==> config.mk <==
export PLATFORM = sky130hd
export DESIGN_NAME = xbus_arb
export DESIGN_NICKNAME = d
export VERILOG_FILES = /design/src/rtl/xbus_arb.sv
export SDC_FILE = /design/constraint.sdc
export NUM_CORES = 1
export LEC_CHECK = 0
export BUFFER_PORTS_ARGS = -buffer_cell sky130_fd_sc_hd__buf_2
export CORE_AREA = 2 2 124 126
export CTS_CLUSTER_DIAMETER = 30
export CTS_CLUSTER_SIZE = 14
export DETAILED_ROUTE_END_ITERATION = 10
export DIE_AREA = 0 0 126 128
export SLEW_MARGIN = 20
export SYNTH_ARGS = -nofsm -noshare
export SYNTH_HDL_FRONTEND = slang
export SYNTH_SLANG_ARGS = --single-unit
==> constraint.sdc <==
create_clock -name clk_i -period 7.4 [get_ports clk_i]
set_input_delay 1.85 -clock clk_i [delete_from_list [all_inputs] [get_ports clk_i]]
set_output_delay 1.85 -clock clk_i [all_outputs]
set_load 0.05 [all_outputs]
==> src/rtl/xbus_arb.sv <==
// rtl/xbus_arb.sv - two-master xbus arbiter with in-order read response routing
// Optional feature macro: XBUS_ARB_FIXED_PRIO_EN (m0 strict priority instead of round-robin)
module xbus_arb #(
  parameter int RESP_FIFO_DEPTH = 4
) (
  input  logic                                 clk_i,
  input  logic                                 arst_n_i,
  input  logic                                 m0_req_i,
  input  logic                                 m0_we_i,
  input  logic [31:0]                          m0_addr_bi,
  input  logic [3:0]                           m0_be_bi,
  input  logic [31:0]                          m0_wdata_bi,
  output logic                                 m0_ack_o,
  output logic                                 m0_resp_o,
  output logic [31:0]                          m0_rdata_bo,
  input  logic                                 m1_req_i,
  input  logic                                 m1_we_i,
  input  logic [31:0]                          m1_addr_bi,
  input  logic [3:0]                           m1_be_bi,
  input  logic [31:0]                          m1_wdata_bi,
  output logic                                 m1_ack_o,
  output logic                                 m1_resp_o,
  output logic [31:0]                          m1_rdata_bo,
  output logic                                 s_req_o,
  output logic                                 s_we_o,
  output logic [31:0]                          s_addr_bo,
  output logic [3:0]                           s_be_bo,
  output logic [31:0]                          s_wdata_bo,
  input  logic                                 s_ack_i,
  input  logic                                 s_resp_i,
  input  logic [31:0]                          s_rdata_bi,
  output logic [$clog2(RESP_FIFO_DEPTH+1)-1:0] outstanding_o,
  output logic                                 err_o
);

  localparam int PW = (RESP_FIFO_DEPTH > 1) ? $clog2(RESP_FIFO_DEPTH) : 1;
  localparam int CW = $clog2(RESP_FIFO_DEPTH + 1);
  localparam logic [CW-1:0] FULL_CNT = CW'(RESP_FIFO_DEPTH);

  // Tracking FIFO state: one master-ID bit per outstanding read
  logic [RESP_FIFO_DEPTH-1:0] r_fifo;
  logic [PW-1:0]              r_wr_ptr;
  logic [PW-1:0]              r_rd_ptr;
  logic [CW-1:0]              r_count;
  logic                       r_full;
  logic                       r_err;

  logic [1:0]    w_req;
  logic [1:0]    w_we;
  logic          w_any_req;
  logic          w_gnt_id;
  logic          w_oth_id;
  logic          w_gnt_stall;
  logic          w_fwd_valid;
  logic          w_fwd_id;
  logic          w_fwd_we;
  logic          w_accept;
  logic          w_push;
  logic          w_pop;
  logic          w_orphan;
  logic          w_empty;
  logic          w_head_id;
  logic [CW-1:0] w_count_nxt;

  assign w_req     = {m1_req_i, m0_req_i};
  assign w_we      = {m1_we_i, m0_we_i};
  assign w_any_req = |w_req;

`ifndef XBUS_ARB_FIXED_PRIO_EN
  logic r_last_grant;

  // Remember which master completed the last accepted transfer (round-robin history)
  always_ff @(posedge clk_i or negedge arst_n_i) begin
    if (!arst_n_i) begin
      r_last_grant <= 1'b1;
    end else if (w_accept) begin
      r_last_grant <= w_fwd_id;
    end
  end
`endif

  // Pick the granted master: single requester wins, contention resolved by priority scheme
  always_comb begin
    w_gnt_id = 1'b0;
    if (w_req == 2'b11) begin
`ifdef XBUS_ARB_FIXED_PRIO_EN
      w_gnt_id = 1'b0;
`else
      w_gnt_id = ~r_last_grant;
`endif
    end else if (w_req[1]) begin
      w_gnt_id = 1'b1;
    end
  end

  assign w_oth_id    = ~w_gnt_id;
  // A read cannot be tracked while the FIFO is full; the registered flag keeps this off the pop path
  assign w_gnt_stall = w_any_req & ~w_we[w_gnt_id] & r_full;

  // Decide which master (if any) reaches the target; a stalled read yields to the other master's write
  always_comb begin
    w_fwd_valid = 1'b0;
    w_fwd_id    = w_gnt_id;
    if (w_any_req) begin
      if (!w_gnt_stall) begin
        w_fwd_valid = 1'b1;
      end else if (w_req[w_oth_id] && w_we[w_oth_id]) begin
        w_fwd_valid = 1'b1;
        w_fwd_id    = w_oth_id;
      end
    end
  end

  assign w_fwd_we   = w_fwd_valid & w_we[w_fwd_id];

  assign s_req_o    = w_fwd_valid;
  assign s_we_o     = w_fwd_we;
  assign s_addr_bo  = !w_fwd_valid ? 32'h0 : (w_fwd_id ? m1_addr_bi  : m0_addr_bi);
  assign s_be_bo    = !w_fwd_valid ? 4'h0  : (w_fwd_id ? m1_be_bi    : m0_be_bi);
  assign s_wdata_bo = !w_fwd_valid ? 32'h0 : (w_fwd_id ? m1_wdata_bi : m0_wdata_bi);

  assign w_accept   = w_fwd_valid & s_ack_i;
  assign m0_ack_o   = w_accept & ~w_fwd_id;
  assign m1_ack_o   = w_accept &  w_fwd_id;

  // Only reads produce a response, so only reads are tracked
  assign w_push     = w_accept & ~w_fwd_we;
  assign w_empty    = (r_count == '0);
  assign w_pop      = s_resp_i & ~w_empty;
  assign w_orphan   = s_resp_i &  w_empty;
  assign w_head_id  = r_fifo[r_rd_ptr];

  assign m0_resp_o   = w_pop & ~w_head_id;
  assign m1_resp_o   = w_pop &  w_head_id;
  assign m0_rdata_bo = m0_resp_o ? s_rdata_bi : 32'h0;
  assign m1_rdata_bo = m1_resp_o ? s_rdata_bi : 32'h0;

  // Next occupancy: simultaneous push and pop leave the count unchanged
  always_comb begin
    w_count_nxt = r_count;
    case ({w_push, w_pop})
      2'b10:   w_count_nxt = r_count + CW'(1);
      2'b01:   w_count_nxt = r_count - CW'(1);
      default: w_count_nxt = r_count;
    endcase
  end

  // Tracking FIFO storage, pointers, count and registered full flag
  always_ff @(posedge clk_i or negedge arst_n_i) begin
    if (!arst_n_i) begin
      r_fifo   <= '0;
      r_wr_ptr <= '0;
      r_rd_ptr <= '0;
      r_count  <= '0;
      r_full   <= 1'b0;
    end else begin
      if (w_push) begin
        r_fifo[r_wr_ptr] <= w_fwd_id;
        r_wr_ptr         <= r_wr_ptr + PW'(1);
      end
      if (w_pop) begin
        r_rd_ptr <= r_rd_ptr + PW'(1);
      end
      r_count <= w_count_nxt;
      r_full  <= (w_count_nxt == FULL_CNT);
    end
  end

  // Sticky flag for a response that had no matching read
  always_ff @(posedge clk_i or negedge arst_n_i) begin
    if (!arst_n_i) begin
      r_err <= 1'b0;
    end else if (w_orphan) begin
      r_err <= 1'b1;
    end
  end

  assign outstanding_o = r_count;
  assign err_o         = r_err;

endmodule

==> flow_metrics.env <==
export IMPL_cts_hold_buf=0
export IMPL_setup_tns_ns=0
export IMPL_die_h_um=128
export IMPL_syn_num_nets=594
export IMPL_synthTopCellsByArea="nand2_1 29%, a21oi_1 15%, dfrtp_1 14%, and3_1 8.8%, nor2_1 5.8%"
export IMPL_leakagePower_nw=2.568
export IMPL_worstSetupStartpointType="input port"
export IMPL_hold_viol=0
export IMPL_rows=45
export IMPL_postCtsSetupBuffers=0
export IMPL_cts_sinks=14
export IMPL_cts_buffer_depth=2
export IMPL_via_per_inst=4.132
export IMPL_final_common_cell="buf_2"
export IMPL_antenna_found_initial=0
export IMPL_drive_above_1_share_pct=47.79
export IMPL_route_vias_total=3673
export IMPL_htree_levels=1
export IMPL_synth_top_family_by_area="simple AND/OR/NAND/NOR gates"
export IMPL_rsz0062_at_grt="false"
export IMPL_p_total_mw=1.559
export IMPL_final_cell_mix="317 x buf_2, 178 x nand2_1, 68 x a21oi_1"
export IMPL_synth_edf_count=0
export IMPL_ant_nets=0
export IMPL_power_density_nw_per_um2=381.3
export IMPL_ys_seq_elements=14
export IMPL_yosysWarnings=0
export IMPL_synthSimpleGateAreaFrac_pct=48.10
export IMPL_setup_violations=0
export IMPL_diodes=0
export IMPL_cts_tree="yes"
export IMPL_drv_slew=0
export IMPL_synth_compound_area_share_pct=18.99
export IMPL_finalCritPeriodShare_pct=77.47
export IMPL_hold_class="register to register"
export IMPL_max_freq_mhz=174.4
export IMPL_final_cells=889
export IMPL_synth_avg_cell_area_um2=5.518
export IMPL_grt_total_usage_pct=11.64
export IMPL_synth_fa_ha_area_share_pct=3.632
export IMPL_cp_end_kind="output port"
export IMPL_fill_cells=1688
export IMPL_clock_latency_ns=0.24
export IMPL_syn_area_um2=2273
export IMPL_tritoncts_num_buffers=3
export IMPL_ios=318
export IMPL_fin_worst_skew_ns=0.003809
export IMPL_first_iter_violations=191
export IMPL_clk_pin_slew_worst_paths_ns=0.05
export IMPL_drtPass1Iterations=6
export IMPL_critPathKind="input port to output port"
export IMPL_core_area_um2=14860
export IMPL_area_growth_pct=79.80
export IMPL_max_cap_violations=0
export IMPL_slew_headroom_pct=33.54
export IMPL_synth_seq_area_share_pct=15.47
export IMPL_die_w_um=126
export IMPL_port_buffers=317
export IMPL_ys_flop_type="dfrtp_1"
export IMPL_synth_cell_types=35
export IMPL_place_gp_congestion=0.7797
export IMPL_holdWs_ns=0.4509
export IMPL_irDropWorstVdd_v=0.0002335
export IMPL_synth_top_area_cell="nand2_1"
export IMPL_start_util_pct=15.29
export IMPL_finalWirelength_um=10870
export IMPL_worst_pin_slew_ns=0.9947
export IMPL_cts_resized_gates=0
export IMPL_worstPathRequired_ns=5.55
export IMPL_synth_mux_area_share_pct=3.577
export IMPL_routedWlPerCell_um=12.23
export IMPL_root_buffer="clkbuf_16"
export IMPL_synthArstFlopShare_pct=100.0
export IMPL_grt_overflow_total=0
export IMPL_status="finished clean"
export IMPL_nets=884
export IMPL_grt_pass1_wl_um=15580
export IMPL_postSynthCellCount=412
export IMPL_dp_cells=885
export IMPL_layout_min_cycle_time_ns=5.733
export IMPL_arrival_ns=3.88
export IMPL_grt_pass1_vias=2998
export IMPL_dp_hpwl_um=8850
export IMPL_crit_fanout=30
export IMPL_drc=0
export IMPL_synth_top_area_share_pct=29.39
export IMPL_synthXorXnorAreaFrac_pct=2.312
export IMPL_grt_max_degree=67
export IMPL_die_area_um2=16130
area by class of cell:
class	count	area, µm²	share of cell area [%]
clock buffer	4	88.84	2.173
timing repair buffer	322	1624	39.73
sequential	14	351.6	8.601
multi-input combinational	354	1762	43.10
inverter	7	26.28	0.6428
tap	188	235.2	5.755
metal layers:
| layer | share of wire [%] | up-vias | global-route usage [%] | wire length [µm] |
|---|---|---|---|---|
| met5 | 0 | - | 0 | 0 |
| met2 | 52 | 136 | 21.54 | 5670 |
| met1 | 41 | 1626 | 15.11 | 4435 |
| met4 | 0.074 | 0 | 0.3878 | 8 |
| li1 | - | 1909 | - | - |
| met3 | 7.0 | 2 | 1.711 | 756 |
power breakdown:
part	internal, mW	switching (mW)
Sequential	0.114	0.0280
Clock	0.0817	0.0295
Combinational	0.299	1.01
path summary, 6_finish.rpt:
check | startpoint | endpoint | slack [ns] | cells past startpoint
min reg2reg | err_o | err_o | 0.45 | 1
max in group asynchronous | arst_n_i | r_last_grant | 5.59 | 1
max | m1_we_i | s_wdata_bo[14] | 1.67 | 8
min | err_o | err_o | 0.45 | 1
max reg2reg | r_full | r_full | 4.54 | 11
min in group asynchronous | arst_n_i | r_full | 1.51 | 1
flip-flops by register name, indices dropped and copies added (netlist names):
register,count
r_fifo,4
r_last_grant,1
r_rd_ptr,2
r_full,1
err_o,1
outstanding_o,3
r_wr_ptr,2
metrics by stage:
step	utilization, %	cell area, µm²	worst slack, ns
final	27.50	4088	1.667
after global routing	27.50	4088	1.472
after CTS	27.50	4088	1.658
after detailed placement	26.90	3999	1.659
after global placement	26.90	3999	1.680
after floorplan	-	2273	2.023
worst max-delay path: stages:
cell      delay [ns]
buf_2           0.12
nand2_1         0.05
a21boi_0        0.39
a21o_2          0.53
buf_4           0.39
nand2_1         0.10
a21oi_1         0.14
buf_2           0.29
cells by family (layout without fill, tap and decap cells):
| logic type | count (synthesis) | after routing |
|---|---|---|
| adders and majority gates | 6 | 6 |
| DFF | 14 | 14 |
| muxes | 6 | 6 |
| AOI/OAI and AO/OA | 79 | 79 |
| xor gates and xnor gates | 6 | 6 |
| buffers and inverters | 44 | 333 |
| and+or+nand+nor | 257 | 257 |
synthesized netlist by cell type (2+ instances only):
cell type,n
nand2_1,178
a21oi_1,69
nor2_1,35
and3_1,32
clkbuf_1,25
dfrtp_1,13
buf_2,9
inv_1,7
ha_1,5
a21o_1,3
mux2_1,3
nand2b_1,3
nor2b_1,3
xnor2_1,3
xor2_1,3
buf_1,2
(Power assumes the default switching activity.)
